<file path="src/rtl/axi_lite_master_ctrl.sv">
`default_nettype none
// ============================================================================
// Module   : axi_lite_master_ctrl
// Brief    : Single-outstanding AXI4-Lite master bridging a cmd/rsp port.
// Revision : 1.0
// ============================================================================
module axi_lite_master_ctrl #(
    parameter int ADDR_WIDTH = 12,
    parameter int DATA_WIDTH = 32
) (
    input  logic                    aclk,
    input  logic                    areset,
    input  logic                    cmd_valid,
    output logic                    cmd_ready,
    input  logic                    cmd_write,
    input  logic [ADDR_WIDTH-1:0]   cmd_addr,
    input  logic [DATA_WIDTH-1:0]   cmd_wdata,
    output logic                    rsp_valid,
    input  logic                    rsp_ready,
    output logic                    rsp_write,
    output logic [1:0]              rsp_resp,
    output logic [DATA_WIDTH-1:0]   rsp_rdata,
    output logic [ADDR_WIDTH-1:0]   araddr,
    output logic                    arvalid,
    input  logic                    arready,
    input  logic [DATA_WIDTH-1:0]   rdata,
    input  logic [1:0]              rresp,
    input  logic                    rvalid,
    output logic                    rready,
    output logic [ADDR_WIDTH-1:0]   awaddr,
    output logic                    awvalid,
    input  logic                    awready,
    output logic [DATA_WIDTH-1:0]   wdata,
    output logic [DATA_WIDTH/8-1:0] wstrb,
    output logic                    wvalid,
    input  logic                    wready,
    input  logic [1:0]              bresp,
    input  logic                    bvalid,
    output logic                    bready
);

    typedef enum logic [2:0] {
        IDLE         = 3'd0,
        RD_ADDR      = 3'd1,
        RD_DATA      = 3'd2,
        WR_ADDR_DATA = 3'd3,
        WR_RESP      = 3'd4,
        RSP          = 3'd5
    } state_t;

    state_t                  state_q,     state_d;
    logic [ADDR_WIDTH-1:0]   araddr_q,    araddr_d;
    logic [ADDR_WIDTH-1:0]   awaddr_q,    awaddr_d;
    logic [DATA_WIDTH-1:0]   wdata_q,     wdata_d;
    logic [DATA_WIDTH-1:0]   rsp_rdata_q, rsp_rdata_d;
    logic [1:0]              rsp_resp_q,  rsp_resp_d;
    logic                    rsp_write_q, rsp_write_d;
    logic                    arvalid_q,   arvalid_d;
    logic                    awvalid_q,   awvalid_d;
    logic                    wvalid_q,    wvalid_d;
    logic                    aw_done_q,   aw_done_d;
    logic                    w_done_q,    w_done_d;

    logic w_cmd_fire;
    logic w_aw_fire;
    logic w_w_fire;

    assign cmd_ready  = (state_q == IDLE) && !areset;
    assign w_cmd_fire = cmd_valid && cmd_ready;
    assign w_aw_fire  = awvalid_q && awready;
    assign w_w_fire   = wvalid_q && wready;

    always_comb begin
        state_d     = state_q;
        araddr_d    = araddr_q;
        awaddr_d    = awaddr_q;
        wdata_d     = wdata_q;
        rsp_rdata_d = rsp_rdata_q;
        rsp_resp_d  = rsp_resp_q;
        rsp_write_d = rsp_write_q;
        arvalid_d   = arvalid_q;
        awvalid_d   = awvalid_q;
        wvalid_d    = wvalid_q;
        aw_done_d   = aw_done_q;
        w_done_d    = w_done_q;

        case (state_q)
            IDLE: begin
                if (w_cmd_fire) begin
                    if (cmd_write) begin
                        awaddr_d  = cmd_addr;
                        wdata_d   = cmd_wdata;
                        awvalid_d = 1'b1;
                        wvalid_d  = 1'b1;
                        aw_done_d = 1'b0;
                        w_done_d  = 1'b0;
                        state_d   = WR_ADDR_DATA;
                    end else begin
                        araddr_d  = cmd_addr;
                        arvalid_d = 1'b1;
                        state_d   = RD_ADDR;
                    end
                end
            end
            RD_ADDR: begin
                if (arvalid_q && arready) begin
                    arvalid_d = 1'b0;
                    state_d   = RD_DATA;
                end
            end
            RD_DATA: begin
                if (rvalid) begin
                    rsp_rdata_d = rdata;
                    rsp_resp_d  = rresp;
                    rsp_write_d = 1'b0;
                    state_d     = RSP;
                end
            end
            WR_ADDR_DATA: begin
                // AW and W retire independently; leave once both have retired.
                if (w_aw_fire) begin
                    awvalid_d = 1'b0;
                    aw_done_d = 1'b1;
                end
                if (w_w_fire) begin
                    wvalid_d = 1'b0;
                    w_done_d = 1'b1;
                end
                if (aw_done_d && w_done_d) begin
                    state_d = WR_RESP;
                end
            end
            WR_RESP: begin
                if (bvalid) begin
                    rsp_rdata_d = '0;
                    rsp_resp_d  = bresp;
                    rsp_write_d = 1'b1;
                    state_d     = RSP;
                end
            end
            RSP: begin
                if (rsp_ready) begin
                    state_d = IDLE;
                end
            end
            default: state_d = IDLE;
        endcase
    end

    always_ff @(posedge aclk) begin
        if (areset) begin
            state_q     <= IDLE;
            araddr_q    <= '0;
            awaddr_q    <= '0;
            wdata_q     <= '0;
            rsp_rdata_q <= '0;
            rsp_resp_q  <= '0;
            rsp_write_q <= 1'b0;
            arvalid_q   <= 1'b0;
            awvalid_q   <= 1'b0;
            wvalid_q    <= 1'b0;
            aw_done_q   <= 1'b0;
            w_done_q    <= 1'b0;
        end else begin
            state_q     <= state_d;
            araddr_q    <= araddr_d;
            awaddr_q    <= awaddr_d;
            wdata_q     <= wdata_d;
            rsp_rdata_q <= rsp_rdata_d;
            rsp_resp_q  <= rsp_resp_d;
            rsp_write_q <= rsp_write_d;
            arvalid_q   <= arvalid_d;
            awvalid_q   <= awvalid_d;
            wvalid_q    <= wvalid_d;
            aw_done_q   <= aw_done_d;
            w_done_q    <= w_done_d;
        end
    end

    assign araddr    = araddr_q;
    assign arvalid   = arvalid_q;
    assign rready    = (state_q == RD_DATA);
    assign awaddr    = awaddr_q;
    assign awvalid   = awvalid_q;
    assign wdata     = wdata_q;
    assign wstrb     = '1;
    assign wvalid    = wvalid_q;
    assign bready    = (state_q == WR_RESP);
    assign rsp_valid = (state_q == RSP);
    assign rsp_write = rsp_write_q;
    assign rsp_resp  = rsp_resp_q;
    assign rsp_rdata = rsp_rdata_q;

endmodule
`default_nettype wire

</file>
<file path="config.mk">
export PLATFORM = sky130hd
export DESIGN_NAME = axi_lite_master_ctrl
export DESIGN_NICKNAME = d
export VERILOG_FILES = /design/src/rtl/axi_lite_master_ctrl.sv
export SDC_FILE = /design/constraint.sdc
export NUM_CORES = 1
export LEC_CHECK = 0
export CORE_UTILIZATION = 43
export CTS_CLUSTER_DIAMETER = 120
export DETAILED_ROUTE_END_ITERATION = 8
export PLACE_DENSITY = 0.88
export SLEW_MARGIN = 20
export SYNTH_ARGS = -nofsm -noshare
export SYNTH_HDL_FRONTEND = slang
export SYNTH_SLANG_ARGS = --single-unit
</file>
<file path="constraint.sdc">
create_clock -name aclk -period 2.9 [get_ports aclk]
set_input_delay 0.29 -clock aclk [delete_from_list [all_inputs] [get_ports aclk]]
set_output_delay 0.29 -clock aclk [all_outputs]
set_load 0.005 [all_outputs]
</file>
* Word level (Yosys, flattened, before mapping)
Index checks and enable logic that the tools add are counted.
** Cells by class
- Equality and inequality tests :: 15
- Order comparisons :: 0
- Div/mod/pow operators :: 0
- Add/sub/neg operators :: 0
- Reduce and logical (&&, ||, !) cells :: 19
- Bitwise gates (word level) :: 1
- Multiplexer cells :: 35
- $mul :: 0
- Shift operators :: 0
** Operators by type and width (number)
- two-way mux 32 bit :: 2
- one-hot mux 32 bit (2 select lines) :: 1
- two-way mux 3 bit :: 6
- != test 2 bit, second input constant :: 9
- one-hot mux 3 bit (6 select lines) :: 1
- two-way mux 1 bit :: 15
- one-hot mux 1 bit (2 select lines) :: 6
- AND reduction 3 bit :: 4
- AND reduction 4 bit :: 3
- equality test 3 x 2 -> 1 bit, second input constant :: 2
- equality test 3 bit, second input constant :: 2
- logical AND 1 bit :: 6
- two-way mux 2 bit :: 3
- AND reduction 6 bit :: 1
- nonzero test 2 bit :: 3
- one-hot mux 2 bit (2 select lines) :: 1
- equality test 3 x 1 -> 1 bit, second input constant :: 1
- logical NOT 3 bit :: 1
- != test 2 x 1 -> 1 bit, second input constant :: 1
- logical NOT 1 bit :: 1
- inverter 1 bit :: 1
** Word-level totals
- Bits of input ports :: 90
- Bits in latches :: 0
- Bits in writable memories :: 0
- Memories kept :: 0
- Memory bits (read-only) :: 0
- Logic and storage cells :: 82
- Output and inout port bits :: 102
- Register bits :: 99

* Logic depth before layout (Yosys ltp)
- Word-level depth :: 6
- Mapped depth :: 7

* Worst setup path after synthesis
No wires, ideal clock.
- Kind :: register -> register
- Start :: register state_q[2]
- End :: register rsp_rdata_q[23] (netlist: rsp_rdata[23])
- Stages on the path, launching flop included :: 7
- Data arrival time :: 1629 ps
- Period minus slack after synthesis :: 1700 ps
- Path slack :: 1200 ps
- Buffers on the path :: 2
- Cell sequence :: dfxtp_1 buf_6 nand2b_2 a2111oi_4 buf_6 nand3_2 a21oi_2
** Between the ends
- Longest elaborated chain between the ends :: 3
- Elaborated cells between the ends (all ways) :: 7
- Classes of those cells :: eq/ne: 4; mux: 1; reduce/logical: 2
** Ends and longest elaborated chain
- start: declaration :: line 51 : state_t state_q, state_d;
- start signal: assignment :: line 165 : state_q <= state_d;
- equality test 3 bit / equality test 3 x 2 -> 1 bit (equally long branches) :: line 87 : case (state_q)
- != test 2 bit (no source line) / nonzero test 2 bit (equally long branches)
- AND reduction 3 bit (no source line)
- end signal: assignment :: line 169 : rsp_rdata_q <= rsp_rdata_d;
- end: declaration :: line 55 : logic [DATA_WIDTH-1:0] rsp_rdata_q, rsp_rdata_d;
Several ways; a longest one is shown, not always the timed one.
A chain may end at the register's enable or synchronous reset.

* Worst setup path in the final report
- Start :: register state_q[2]
- End :: output port cmd_ready
** Between the ends
- Longest elaborated chain between the ends :: 2
** Ends and longest elaborated chain
- logical NOT 3 bit :: line 68 : assign cmd_ready = (state_q == IDLE) && !areset;
- logical AND 1 bit :: line 68
- end: declaration :: line 14 : output logic cmd_ready,
No other way between the ends.

==> metrics.yaml <==
synth:
  ys_async_sr_fraction: 0
  synth_cell_types: 36
  ys_top_cells_by_area: "dfxtp_1, nand2_1, a21oi_1"
  synth-seq-cells: 99
  netlist_instances: 450
  synth_top_area_share: 0.520
  yosys.area.top_type: "dfxtp_1"
  yosysWarnings: 0
  mappedNetlistArea_um2: 3810
  yosysMostFrequentCell: "nand2_1"
  synth.yosys.seq_area_share: 0.520
  synth_commonest_cells: "nand2_1, dfxtp_1, a21oi_1"
  ys.flop_type: "dfxtp_1"
  syn_area_per_cell_um2: 8.48
  synth-edff-count: 0
global_route:
  grt_pass1_vias: 3581
  grt_max_degree: 100
  met1_usage: 0.250
  grt.overflow.total: 0
  gr-usage-met3: 0.0829
  grt_first_pass_wirelength_um: 16500
  antenna_found_initial: 0
  grt_usage: 0.230
  top_usage_layer: "met2"
  met2_usage: 0.410
finish:
  fillers: 645
  layout-drive-gt1-share: 0.0752
  nNetsFinal: 710
  multi_input_area_um2: 1630
  seqCellArea_um2: 1980
  antenna_cells: 0
  syn_to_final_growth_pct: 54.0
timing:
  final.setup.tns_ns: 0
  hold_viol_final: 0
  hold_slack_ns: 0.435
  slew_viol_final: 0
  period_share: 0.781
  finalClockSkew_ns: 0.00875
  clock.fmax_mhz: 442
  final-setup-viol-count: 0
  max-slew-margin-rel: 0.307
  setup_slack_ns: 0.636
  worst_slew_pin_slew_ns: 1.04
  post-route-min-period_ns: 2.26
  rsz0062_at_grt: "false"
min_path:
  min_to: "w_done_q$_SDFFE_PP0P_"
  hold_path_depth: 5
  min_path_type: "in -> reg"
  min_from: "areset"
setup_path:
  max_stage_delay_ns: 0.61
  path_max_fanout: 18
  r2r_slack_ns: 0.74
  r2r-end: "wdata[12]$_SDFFE_PP0P_"
  cp_top_family: "buffers and inverters"
  r2r-start: "state_q[2]$_SDFFE_PP0P_"
  crit_required_ns: 2.61
  crit_path_start_kind: "register"
  worstPathArrival_ns: 1.97
  crit_path_cell_trace: "nor4_2 -> clkdlybuf4s50_1"
  crit_slowest_cell: "clkdlybuf4s50_1"
  criticalPathCategory: "reg -> out"
  path_buf_inv: 1
  rr_worst_depth: 5
  critPathCaptureType: "output port"
floorplanning:
  core-area_um2: 8380
  start_util: 0.455
  io-pin-count: 192
  num_rows: 33
  fp.dieH_um: 96.2
  die_w_um: 96.2
  die-area_um2: 9250
cts:
  insertion_delay_ns: 0.35
  cts_hold_buf: 0
  cts_setup_buffers: 0
  root_buffer: "clkbuf_8"
  clk_pin_slew_ns: 0.10
  clock_tree.htree_level_count: 3
  cts_resized: 0
  cts_buffers: 9
  cts_buffer_depth: 2
  cts_sinks: 99
  cts_tree: "yes"
detailed_routing:
  wire_per_inst_um: 14.7
  antenna_left: 0
  wl_um: 10700
  vias: 3723
  drtPass1Iterations: 4
  drtIter0Drc: 84
  viasPerCell: 5.10
  drc: 0
outcome:
  status: "finished, final reports clean"
placement:
  dpl_worst_slack_ns: 0.777
  io_buffers: 187
  dpl.hpwl_um: 7710
  gp_congestion: 0.762
power_and_ir_drop:
  p_leak_nw: 2.07
  powerDensity_nw_per_um2: 695
  ir_drop_uv: 418
run:
  cap_violations: 0
worst max-delay path by stage:
stage / start / to / slack [ns] / cells after the start
after floorplan: state_q[2]$_SDFFE_PP0P_ / rsp_rdata[23]$_SDFFE_PP0P_ / 1.20 / 6
after global placement: state_q[0]$_SDFFE_PP0P_ / wdata[6]$_SDFFE_PP0P_ / 0.89 / 5
after detailed placement: bvalid / rsp_resp[0]$_SDFFE_PP0P_ / 0.78 / 6
after CTS: state_q[2]$_SDFFE_PP0P_ / cmd_ready / 0.66 / 2
after global routing: state_q[2]$_SDFFE_PP0P_ / cmd_ready / 0.53 / 2
final: state_q[2]$_SDFFE_PP0P_ / cmd_ready / 0.64 / 2
placed cells by master (no fill, tap or decap), drive strengths merged:
cell type / count
a2111o: 1
a2111oi: 2
a21oi: 84
a311oi: 2
a31oi: 1
a32oi: 1
and3: 3
and3b: 1
buf: 8
bufinv: 1
clkbuf: 10
clkdlybuf4s50: 186
clkinv: 2
clkinvlp: 3
conb: 4
dfxtp: 99
inv: 3
mux2i: 12
nand2: 126
nand2b: 2
nand3: 35
nand3b: 2
nor2: 19
nor3: 3
nor3b: 2
nor4: 1
o21a: 1
o21ai: 2
o21ba: 1
o311ai: 2
o31a: 1
o31ai: 3
or3: 1
or4: 1
where the power goes:
part	internal (mW)	leakage, nW	switching, mW
Clock	0.399	0.0885	0.467
Sequential	1.58	0.803	0.178
Combinational	0.758	1.18	0.705
state kept, by name (all words and copies together), names as in the netlist:
name / count
rsp_resp: 2
rsp_write: 1
awvalid: 1
wvalid: 1
aw_done_q: 1
state_q: 3
wdata: 32
w_done_q: 1
rsp_rdata: 32
arvalid: 1
awaddr: 12
araddr: 12
cell type report:
| class | count | area share |
|---|---|---|
| flip-flops and latches | 99 | 0.337 |
| repair buffers | 194 | 0.327 |
| multi-input cells | 313 | 0.278 |
| well taps | 105 | 0.0224 |
| clock buffers | 10 | 0.0217 |
| clock inverters | 6 | 0.0113 |
| inverters | 3 | 0.00192 |
layer usage:
metal	routed length (um)	part of all wire
met5	0	0
met4	178	0.017
met3	1030	0.096
met2	5350	0.50
met1	4160	0.39
worst reg2reg max path, delay by kind of cell, from the launching register on:
family	cells	cell delay [ns]
flops	1	0.49
buf+inv	1	0.42
simple gates	3	1.00
compound gates	1	0.15
kinds of logic after synthesis:
| group | synth area share |
|---|---|
| flip-flops | 0.520 |
| multiplexers | 0.0315 |
| other | 0.000983 |
| buffers and inverters | 0.0554 |
| AND/OR/NAND/NOR | 0.232 |
| AO/OA/AOI/OAI | 0.161 |
per-stage QoR:
stage	area [um2]	utilization	cells	total power, mW
6_report	5870	0.701	730	4.08
5_1_grt	5870	0.701	730	4.34
4_1_cts	5870	0.701	730	4.12
3_5_place_dp	5680	0.678	714	3.24
3_3_place_gp	5680	0.678	714	3.18
2_1_floorplan	3830	-	453	2.57
No activity file was read; power rests on OpenSTA's default activity.
